--- config.mk ---
export PLATFORM = sky130hd
export DESIGN_NAME = instr_fetch_unit
export DESIGN_NICKNAME = d
export VERILOG_FILES = /design/src/rtl/instr_fetch_unit.sv
export SDC_FILE = /design/constraint.sdc
export NUM_CORES = 1
export LEC_CHECK = 0
export CAP_MARGIN = 40
export CORE_MARGIN = 2
export CORE_UTILIZATION = 55
export CTS_CLUSTER_DIAMETER = 60
export DETAILED_ROUTE_END_ITERATION = 6
export HOLD_SLACK_MARGIN = 0.03
export PLACE_DENSITY_LB_ADDON = 0.3
export SLEW_MARGIN = 30
export SYNTH_ARGS = -nofsm -noshare
export SYNTH_HDL_FRONTEND = slang
export SYNTH_SLANG_ARGS = --single-unit
export TNS_END_PERCENT = 50
--- constraint.sdc ---
create_clock -name clk_i -period 2.6 [get_ports clk_i]
set_clock_uncertainty 0.15 [all_clocks]
set_input_delay 0.39 -clock clk_i [delete_from_list [all_inputs] [get_ports clk_i]]
set_output_delay 0.39 -clock clk_i [all_outputs]
set_load 0.01 [all_outputs]
--- src/rtl/instr_fetch_unit.sv ---
// Instruction fetch stage: owns the PC, issues single-word reads to a
// 1-cycle-latency instruction memory, buffers returned words in a small
// prefetch FIFO and presents them to decode on a valid/ready handshake.
// A redirect from execute flushes every in-flight and buffered instruction.
//
// FIFO_DEPTH must be a power of two (pointers wrap by natural overflow).
//
// state      | meaning
// -----------+-------------------------------------------------------------
// S_IDLE     | first cycle after reset release, no fetch issued
// S_RUN      | fetching while the FIFO has credit for another word
// S_REDIRECT | one quiet cycle after a redirect before fetching new path
module instr_fetch_unit #(
    parameter int                    ADDR_WIDTH = 16,
    parameter int                    DATA_WIDTH = 16,
    parameter int                    FIFO_DEPTH = 4,
    parameter logic [ADDR_WIDTH-1:0] RESET_PC   = '0
) (
    input  logic                  clk_i,
    input  logic                  rst_ni,
    output logic                  imem_req_o,
    output logic [ADDR_WIDTH-1:0] imem_addr_o,
    input  logic [DATA_WIDTH-1:0] imem_rdata_i,
    input  logic                  redirect_valid_i,
    input  logic [ADDR_WIDTH-1:0] redirect_pc_i,
    output logic                  instr_valid_o,
    output logic [DATA_WIDTH-1:0] instr_o,
    output logic [ADDR_WIDTH-1:0] instr_pc_o,
    input  logic                  instr_ready_i
);

    localparam int PTR_W = $clog2(FIFO_DEPTH);
    localparam int CNT_W = PTR_W + 1;
    localparam logic [CNT_W:0] DEPTH_C = (CNT_W + 1)'(FIFO_DEPTH);

    typedef enum logic [1:0] {
        S_IDLE     = 2'd0,
        S_RUN      = 2'd1,
        S_REDIRECT = 2'd2
    } state_e;

    state_e                  state_q;
    logic [ADDR_WIDTH-1:0]   pc_q;
    logic                    inflight_q;
    logic [ADDR_WIDTH-1:0]   issued_pc_q;

    logic [CNT_W-1:0]        cnt_q, cnt_d;
    logic [PTR_W-1:0]        rd_ptr_q, wr_ptr_q;
    logic [DATA_WIDTH-1:0]   fifo_data_q [FIFO_DEPTH];
    logic [ADDR_WIDTH-1:0]   fifo_pc_q   [FIFO_DEPTH];

    logic [CNT_W:0]          committed;
    logic                    credit_ok;
    logic                    issue;
    logic                    push;
    logic                    pop;
    logic                    not_empty;

    // Credit counts both buffered words and the one word still in flight,
    // so a returning word always finds a free FIFO slot.
    always_comb begin
        committed = {1'b0, cnt_q} + {{CNT_W{1'b0}}, inflight_q};
        credit_ok = committed < DEPTH_C;
        not_empty = cnt_q != '0;
        issue     = (state_q == S_RUN) && credit_ok && !redirect_valid_i;
        push      = inflight_q && !redirect_valid_i;
        pop       = not_empty && instr_ready_i && !redirect_valid_i;
    end

    assign imem_req_o    = issue;
    assign imem_addr_o   = pc_q;
    assign instr_valid_o = not_empty;
    assign instr_o       = not_empty ? fifo_data_q[rd_ptr_q] : '0;
    assign instr_pc_o    = not_empty ? fifo_pc_q[rd_ptr_q]   : '0;

    // Fetch control: state, PC and the single outstanding-request tracker.
    always_ff @(posedge clk_i or negedge rst_ni) begin
        if (!rst_ni) begin
            state_q     <= S_IDLE;
            pc_q        <= RESET_PC;
            inflight_q  <= 1'b0;
            issued_pc_q <= '0;
        end else if (redirect_valid_i) begin
            state_q    <= S_REDIRECT;
            pc_q       <= redirect_pc_i;
            inflight_q <= 1'b0;
        end else begin
            inflight_q <= issue;
            if (issue) begin
                pc_q        <= pc_q + ADDR_WIDTH'(1);
                issued_pc_q <= pc_q;
            end
            case (state_q)
                S_IDLE:     state_q <= S_RUN;
                S_REDIRECT: state_q <= S_RUN;
                S_RUN:      state_q <= S_RUN;
                default:    state_q <= S_IDLE;
            endcase
        end
    end

    // Occupancy next value; a simultaneous push and pop leaves it unchanged.
    always_comb begin
        cnt_d = cnt_q;
        case ({push, pop})
            2'b10:   cnt_d = cnt_q + CNT_W'(1);
            2'b01:   cnt_d = cnt_q - CNT_W'(1);
            default: cnt_d = cnt_q;
        endcase
    end

    // FIFO pointers and occupancy; a redirect discards everything buffered.
    always_ff @(posedge clk_i or negedge rst_ni) begin
        if (!rst_ni) begin
            cnt_q    <= '0;
            rd_ptr_q <= '0;
            wr_ptr_q <= '0;
        end else if (redirect_valid_i) begin
            cnt_q    <= '0;
            rd_ptr_q <= '0;
            wr_ptr_q <= '0;
        end else begin
            cnt_q <= cnt_d;
            if (push) wr_ptr_q <= wr_ptr_q + PTR_W'(1);
            if (pop)  rd_ptr_q <= rd_ptr_q + PTR_W'(1);
        end
    end

    // FIFO storage; contents are only observed through the gated head.
    always_ff @(posedge clk_i) begin
        if (push) begin
            fifo_data_q[wr_ptr_q] <= imem_rdata_i;
            fifo_pc_q[wr_ptr_q]   <= issued_pc_q;
        end
    end

endmodule

### Word-level counts from Yosys, hierarchy flattened

Memories as Yosys holds them, arrays and structs flattened.
Cells that the tools add are included.

| word-level totals | value |
|---|---|
| bits in writable memories | 128 |
| word-level logic and storage cells | 50 |
| register bits | 42 |
| output and inout port bits | 50 |
| memories kept | 2 |
| input bits | 36 |

| cells by class | value |
|---|---|
| muxes and demuxes | 15 |
| add/subtract/negate cells | 6 |
| eq/ne operators | 4 |
| reduce and logical (&&, ||, !) cells | 14 |
| order comparisons | 1 |
| bitwise logic cells | 1 |

Memories:

| memory | depth | width | rd ports | clocked after Yosys merged registers in | write ports | RTL line | source |
|---|---|---|---|---|---|---|---|
| fifo_data_q | 4 | 16 | 1 | 0 | 1 | 49 | `logic [DATA_WIDTH-1:0] fifo_data_q [FIFO_DEPTH];` |
| fifo_pc_q | 4 | 16 | 1 | 0 | 1 | 50 | `logic [ADDR_WIDTH-1:0] fifo_pc_q [FIFO_DEPTH];` |

Operators with widths:

| kind | count |
|---|---|
| 16-bit 2-to-1 mux | 4 |
| 16-bit by 1-bit adder with 16-bit output, second input constant | 1 |
| 2-bit 2-to-1 mux | 5 |
| 3-bit case mux with 2 select lines | 1 |
| 2-bit nonzero test | 3 |
| 3-bit nonzero test | 2 |
| 1-bit logical AND | 5 |
| 2-bit by 1-bit adder with 2-bit output, second input constant | 2 |
| 3-bit by 1-bit adder with 4-bit output | 1 |
| 2-bit by 1-bit == test with 1-bit output, second input constant | 2 |
| 2-bit == test, second input constant | 2 |
| 4-bit by 3-bit less-than comparator with 1-bit output, second input constant | 1 |
| 1-bit 2-to-1 mux | 4 |
| 3-bit by 1-bit adder with 3-bit output, second input constant | 1 |
| 3-bit 2-to-1 mux | 1 |
| 3-bit OR reduction | 1 |
| 3-bit by 1-bit subtractor with 3-bit output, second input constant | 1 |
| 2-bit logical NOT | 1 |
| 2-bit AND reduction | 1 |
| 1-bit logical NOT | 1 |
| 1-bit inverter | 1 |

### Logic depth before layout (Yosys ltp)

| logic depth | value |
|---|---|
| depth after elaboration | 6 |
| gate-level depth with buffers | 7 |
| depth with buffers taken out | 6 |

### Worst setup path before layout

Ideal clock, no wire load.

| path | value |
|---|---|
| path kind | in2reg |
| from | in redirect_valid_i |
| to | reg cnt_q[2] |
| slack | 397 ps |
| buffers on the path | 2 |
| library setup time | 133 ps |
| data arrival time | 1919 ps |
| data required time | 2317 ps |
| stages | 7 |
| cells stage by stage | clkbuf_1 -> clkbuf_1 -> nor3_1 -> fa_1 -> nor3_1 -> o21ai_0 -> nor3b_1 |

| between the ends | value |
|---|---|
| longest elaborated chain between the ends | 5 |
| elaborated cells between the ends (all ways) | 8 |
| those cells by class | 2 x eq/ne; 2 x mux; 4 x reduce/logical |

RTL lines:

| element | RTL line | source |
|---|---|---|
| start: declaration | 24 | `input logic redirect_valid_i,` |
| 1-bit logical NOT | 66, 67 |  |
| 1-bit logical AND, on equally long branches | 67, 66 |  |
| 2-bit by 1-bit == test with 1-bit output or 2-bit == test (tied branches) | 105 | `case ({push, pop})` |
| 3-bit case mux with 2 select lines | 105 |  |
| 3-bit 2-to-1 mux | 118 | `end else if (redirect_valid_i) begin` |
| end signal: assignment | 123 | `cnt_q <= cnt_d;` |
| end: declaration | 47 | `logic [CNT_W-1:0] cnt_q, cnt_d;` |

Parallel ways exist; a longest one is shown, timed or not.
A chain may end at the register's enable or synchronous reset.

### Final worst setup path

| path | value |
|---|---|
| from | reg rd_ptr_q[0] |
| to | out instr_pc_o[9] |

| between the ends | value |
|---|---|
| longest elaborated chain between the ends | 2 |

RTL lines:

| element | RTL line | source |
|---|---|---|
| start: declaration | 48 | `logic [PTR_W-1:0] rd_ptr_q, wr_ptr_q;` |
| start signal: assignment | 125 | `if (pop) rd_ptr_q <= rd_ptr_q + PTR_W'(1);` |
| memory read 4 x 16 bit | n/a |  |
| 16-bit 2-to-1 mux | 74 | `assign instr_pc_o = not_empty ? fifo_pc_q[rd_ptr_q] : '0;` |
| end: declaration | 28 | `output logic [ADDR_WIDTH-1:0] instr_pc_o,` |

No other way between the ends.

==> impl_table.tex <==
\begin{tabular}{lr}
\hline
Metric & Value \\
\hline
\multicolumn{2}{l}{\textbf{Detailed routing}} \\
Detailed Routing Iterations Pass 1 & 4 \\
Count of nets left with antenna violations after detail routing & 0 \\
First-iteration detailed-routing DRC count & about 230 \\
Vias per Instance & $\sim$5.7 \\
Routed len/inst & around 20 um \\
Via count & between 3000 and 4000 \\
Number of DRC violations after detailed routing & 0 \\
Detailed Route WL & around 13000 um \\
\multicolumn{2}{l}{\textbf{Timing}} \\
Setup repair after global routing missed its margin & yes \\
Slew Viols, Final & 0 \\
Sum of negative setup slack & 0 ns \\
Count of endpoints failing hold in the final timing report & 0 \\
Worst-case headroom to the max-slew limit & 0.673 \\
Minimum clock period after layout & around 2.6 ns \\
Pin slew with the least headroom to its limit & just under 0.5 ns \\
Maximum operating frequency & 389 MHz \\
Setup-failing EPs final & 0 \\
Ratio of final minimum period to clock period & 0.989 \\
\multicolumn{2}{l}{\textbf{Power}} \\
Worst vdd rail ir drop & around 0.46 mV \\
Part of the total power dissipated in combinational logic & 0.239 \\
Overall power consumption & between 0.007 and 0.008 W \\
Internal Pwr Total & $\sim$0.0059 W \\
Switching portion of total power & 0.258 \\
Clock Power Share & 0.331 \\
Net switching power & a little over 0.002 W \\
Leakage power figure & 3.17 nW \\
Relative contribution of sequential cells to total power & 0.430 \\
Power per cell area & roughly 900 mW/mm\^{}2 \\
\multicolumn{2}{l}{\textbf{Critical path}} \\
Type of element capturing the critical path & primary output \\
Longest individual stage delay on the worst path & slightly above 0.5 ns \\
Arrival time reported for the critical path endpoint & roughly 2 ns \\
Critical path required time & a little over 2 ns \\
Cell repeated most along the worst path & sky130\_fd\_sc\_hd\_\_buf\_12 \\
Maximum fanout along the worst path & 5 \\
Standard cell with the maximum stage delay on the critical path & sky130\_fd\_sc\_hd\_\_mux4\_2 \\
Critical Path Source Type & flip-flop \\
Cell-by-cell trace of the critical path & buf\_12 -> buf\_12 -> buf\_4 -> mux4\_2 -> and2\_4 -> buf\_2 \\
Path type of the worst setup path & reg2out \\
\multicolumn{2}{l}{\textbf{Yosys}} \\
Synthesized flop and latch total & between 150 and 200 \\
Yosys warns & 0 \\
Proportion of netlist area held by the largest area contributor & 0.558 \\
Syn Nets & 438 \\
Most numerous cell in the Yosys netlist & sky130\_fd\_sc\_hd\_\_edfxtp\_1 \\
Cell type with the largest total area after synthesis & sky130\_fd\_sc\_hd\_\_edfxtp\_1 \\
Leading cell types by total area after synthesis & sky130\_fd\_sc\_hd\_\_edfxtp\_1, sky130\_fd\_sc\_hd\_\_dfrtp\_1, sky130\_fd\_sc\_hd\_\_mux4\_2 \\
Area of the mapped netlist & just under 0.007 mm\^{}2 \\
Post-synth top cells & sky130\_fd\_sc\_hd\_\_edfxtp\_1, sky130\_fd\_sc\_hd\_\_dfrtp\_1, sky130\_fd\_sc\_hd\_\_and2\_1 \\
Count of flip-flops with a built-in enable after synthesis & about 130 \\
Avg Cell Area, Syn & around 17 um\^{}2 \\
Sequential area share after synthesis & 0.711 \\
Share of flip-flops with an asynchronous set or reset after synthesis & 0.247 \\
Gate Count Post-Synth & a little under 400 \\
Distinct cell type count after synthesis & 39 \\
Top\_reg\_cell synth & sky130\_fd\_sc\_hd\_\_edfxtp\_1 \\
\multicolumn{2}{l}{\textbf{Placed design}} \\
Routability Congestion & 0.849 \\
Number of buffers added on ports & 85 \\
Detailed Place HPWL & 7930 um \\
\multicolumn{2}{l}{\textbf{Floorplan}} \\
I/O pin count & 86 \\
Die extent in x & 116 um \\
DIE HEIGHT & about 120 um \\
Total number of placement rows & 40 \\
Area of the core & 0.0121 mm\^{}2 \\
Initial standard-cell utilization of the core & 0.569 \\
Die area & around 0.013 mm\^{}2 \\
\multicolumn{2}{l}{\textbf{Clocking}} \\
Clock tree from TritonCTS & yes \\
CTS sink count & 170 \\
H-tree depth & 4 \\
CTS Root Cell & sky130\_fd\_sc\_hd\_\_clkbuf\_16 \\
Largest buffer count on any clock path & 2 \\
Worst-path clk slew & 0.06 ns \\
Worst skew pair latency & roughly 0.42 ns \\
Number of buffers created by CTS & 17 \\
\multicolumn{2}{l}{\textbf{Finish}} \\
Final Net Count & 551 \\
Antenna fix cells & 0 \\
Relative area change from synthesis to final layout & 28.7\% \\
Fraction of final layout cells with drive strength greater than 1 & 0.253 \\
\multicolumn{2}{l}{\textbf{Global route}} \\
Overflow left after global routing & 0 \\
Via count of the first global-routing pass & $\sim$3900 \\
Wire length of the first global-routing pass & a little over 20000 um \\
Pin count of the biggest net entering global routing & 37 \\
Global Route Usage Sum & 0.210 \\
Antenna violations before repair & 0 \\
\multicolumn{2}{l}{\textbf{Status}} \\
Outcome & completed \\
\multicolumn{2}{l}{\textbf{Hold path}} \\
Class of the worst hold path & in2async \\
\multicolumn{2}{l}{\textbf{Flow run}} \\
Max-cap viol count & 0 \\
\hline
\end{tabular}
-- layout by cell type, fill, tap and decap left out, types with 4 or more instances in the layout --
cell type	n
sky130_fd_sc_hd__a31oi_1	7
sky130_fd_sc_hd__and2_1	32
sky130_fd_sc_hd__and2_4	5
sky130_fd_sc_hd__and3_1	5
sky130_fd_sc_hd__buf_12	7
sky130_fd_sc_hd__buf_2	4
sky130_fd_sc_hd__buf_4	13
sky130_fd_sc_hd__bufinv_16	4
sky130_fd_sc_hd__clkbuf_16	20
sky130_fd_sc_hd__clkbuf_2	7
sky130_fd_sc_hd__clkdlybuf4s15_1	21
sky130_fd_sc_hd__clkdlybuf4s50_1	51
sky130_fd_sc_hd__clkinv_4	4
sky130_fd_sc_hd__dfrtp_1	41
sky130_fd_sc_hd__edfxtp_1	128
sky130_fd_sc_hd__ha_1	5
sky130_fd_sc_hd__inv_1	6
sky130_fd_sc_hd__mux2_2	17
sky130_fd_sc_hd__mux4_2	32
sky130_fd_sc_hd__nand2_1	13
sky130_fd_sc_hd__nand3_1	11
sky130_fd_sc_hd__nand4_1	5
sky130_fd_sc_hd__nor2_1	15
sky130_fd_sc_hd__nor3_1	5
sky130_fd_sc_hd__o21ai_0	8
sky130_fd_sc_hd__o31ai_1	4
sky130_fd_sc_hd__xor2_1	6
-- power by group through the flow --
stage / logic, W / registers [W] / clock network, W
5_1_grt: 0.00205 / 0.00346 / 0.00279
6_report: 0.00191 / 0.00343 / 0.00264
3_5_place_dp: 0.00177 / 0.00348 / 0
2_1_floorplan: 0.000973 / 0.00340 / 0
3_3_place_gp: 0.00174 / 0.00345 / 0
4_1_cts: 0.00177 / 0.00343 / 0.00267
-- stage by stage --
step / std cells / hold slack (ns) / cell area, um^2 / utilization / worst slack [ns]
floorplan: 396 / -0.0556 / 6890 / - / 0.397
global placement: 647 / 0.0765 / 8080 / 0.667 / 0.256
detailed placement: 647 / 0.0813 / 8080 / 0.667 / 0.178
CTS: 686 / 0.162 / 8760 / 0.723 / -0.0104
global route: 690 / 0.174 / 8860 / 0.732 / -0.0239
finish: 690 / 0.174 / 8860 / 0.732 / 0.0274
-- worst paths after layout --
kind | startpoint | end | slack [ns] | depth (start not counted)
min | rst_ni | issued_pc_q[8]$_DFFE_PN0P_ | 0.17 | 2
max reg2reg | cnt_q[1]$_DFFE_PN0P_ | cnt_q[2]$_DFFE_PN0P_ | 0.35 | 6
min reg2reg | state_q[0]$_DFF_PN0_ | state_q[0]$_DFF_PN0_ | 0.30 | 1
min in group clk_i | state_q[0]$_DFF_PN0_ | state_q[0]$_DFF_PN0_ | 0.30 | 1
max | rd_ptr_q[0]$_DFFE_PN0P_ | instr_pc_o[9] | 0.03 | 6
max in group asynchronous | rst_ni | rd_ptr_q[0]$_DFFE_PN0P_ | 1.43 | 3
-- cell type report --
class / count / area (um^2)
Sequential cell: 170 / 4900
Fill cell: 752 / 3250
Multi-Input combinational cell: 200 / 1910
Timing Repair Buffer: 113 / 1200
Clock buffer: 17 / 425
Tap cell: 168 / 210
Clock inverter: 15 / 199
Inverter: 7 / 26.3
-- kinds of logic after synthesis --
kind of cell	Yosys count	share of synthesized area
AOI/OAI and AO/OA	27	0.0258
xor gates and xnor gates	9	0.0114
adders and majority gates	6	0.0120
buffers and inverters	26	0.0156
DFF	170	0.711
muxes	52	0.137
and+or+nand+nor	106	0.0876
-- layer usage --
layer  global-route usage  share of wire
met1                0.275           0.42
met2                0.354           0.51
met3               0.0518          0.060
met4               0.0659          0.010
met5                    0              0
-- worst max-delay path, delay by kind of cell (launching register included) --
family	cells	cell delay (ns)
AND/OR/NAND/NOR	1	0.17
multiplexers	1	0.51
buffers and inverters	4	0.53
flip-flops	1	0.40
-- flip-flops by register name, summed over array words and instances (netlist names) --
register / count
state_q: 2
issued_pc_q: 16
inflight_q: 1
cnt_q: 3
imem_addr_o: 16
fifo_pc_q: 64
rd_ptr_q: 2
wr_ptr_q: 2
fifo_data_q: 64
-- repair_timing --
item                                   in CTS  in global routing
resized for setup                          53                 39
setup endpoints to repair                  33                 29
hold buffers                                1                  0
endpoints found under the hold margin      42                  0
buffers inserted                            5                  1
cloned                                      1                  3
pin swaps                                   0                  0
Power figures use the tool's default switching activity.
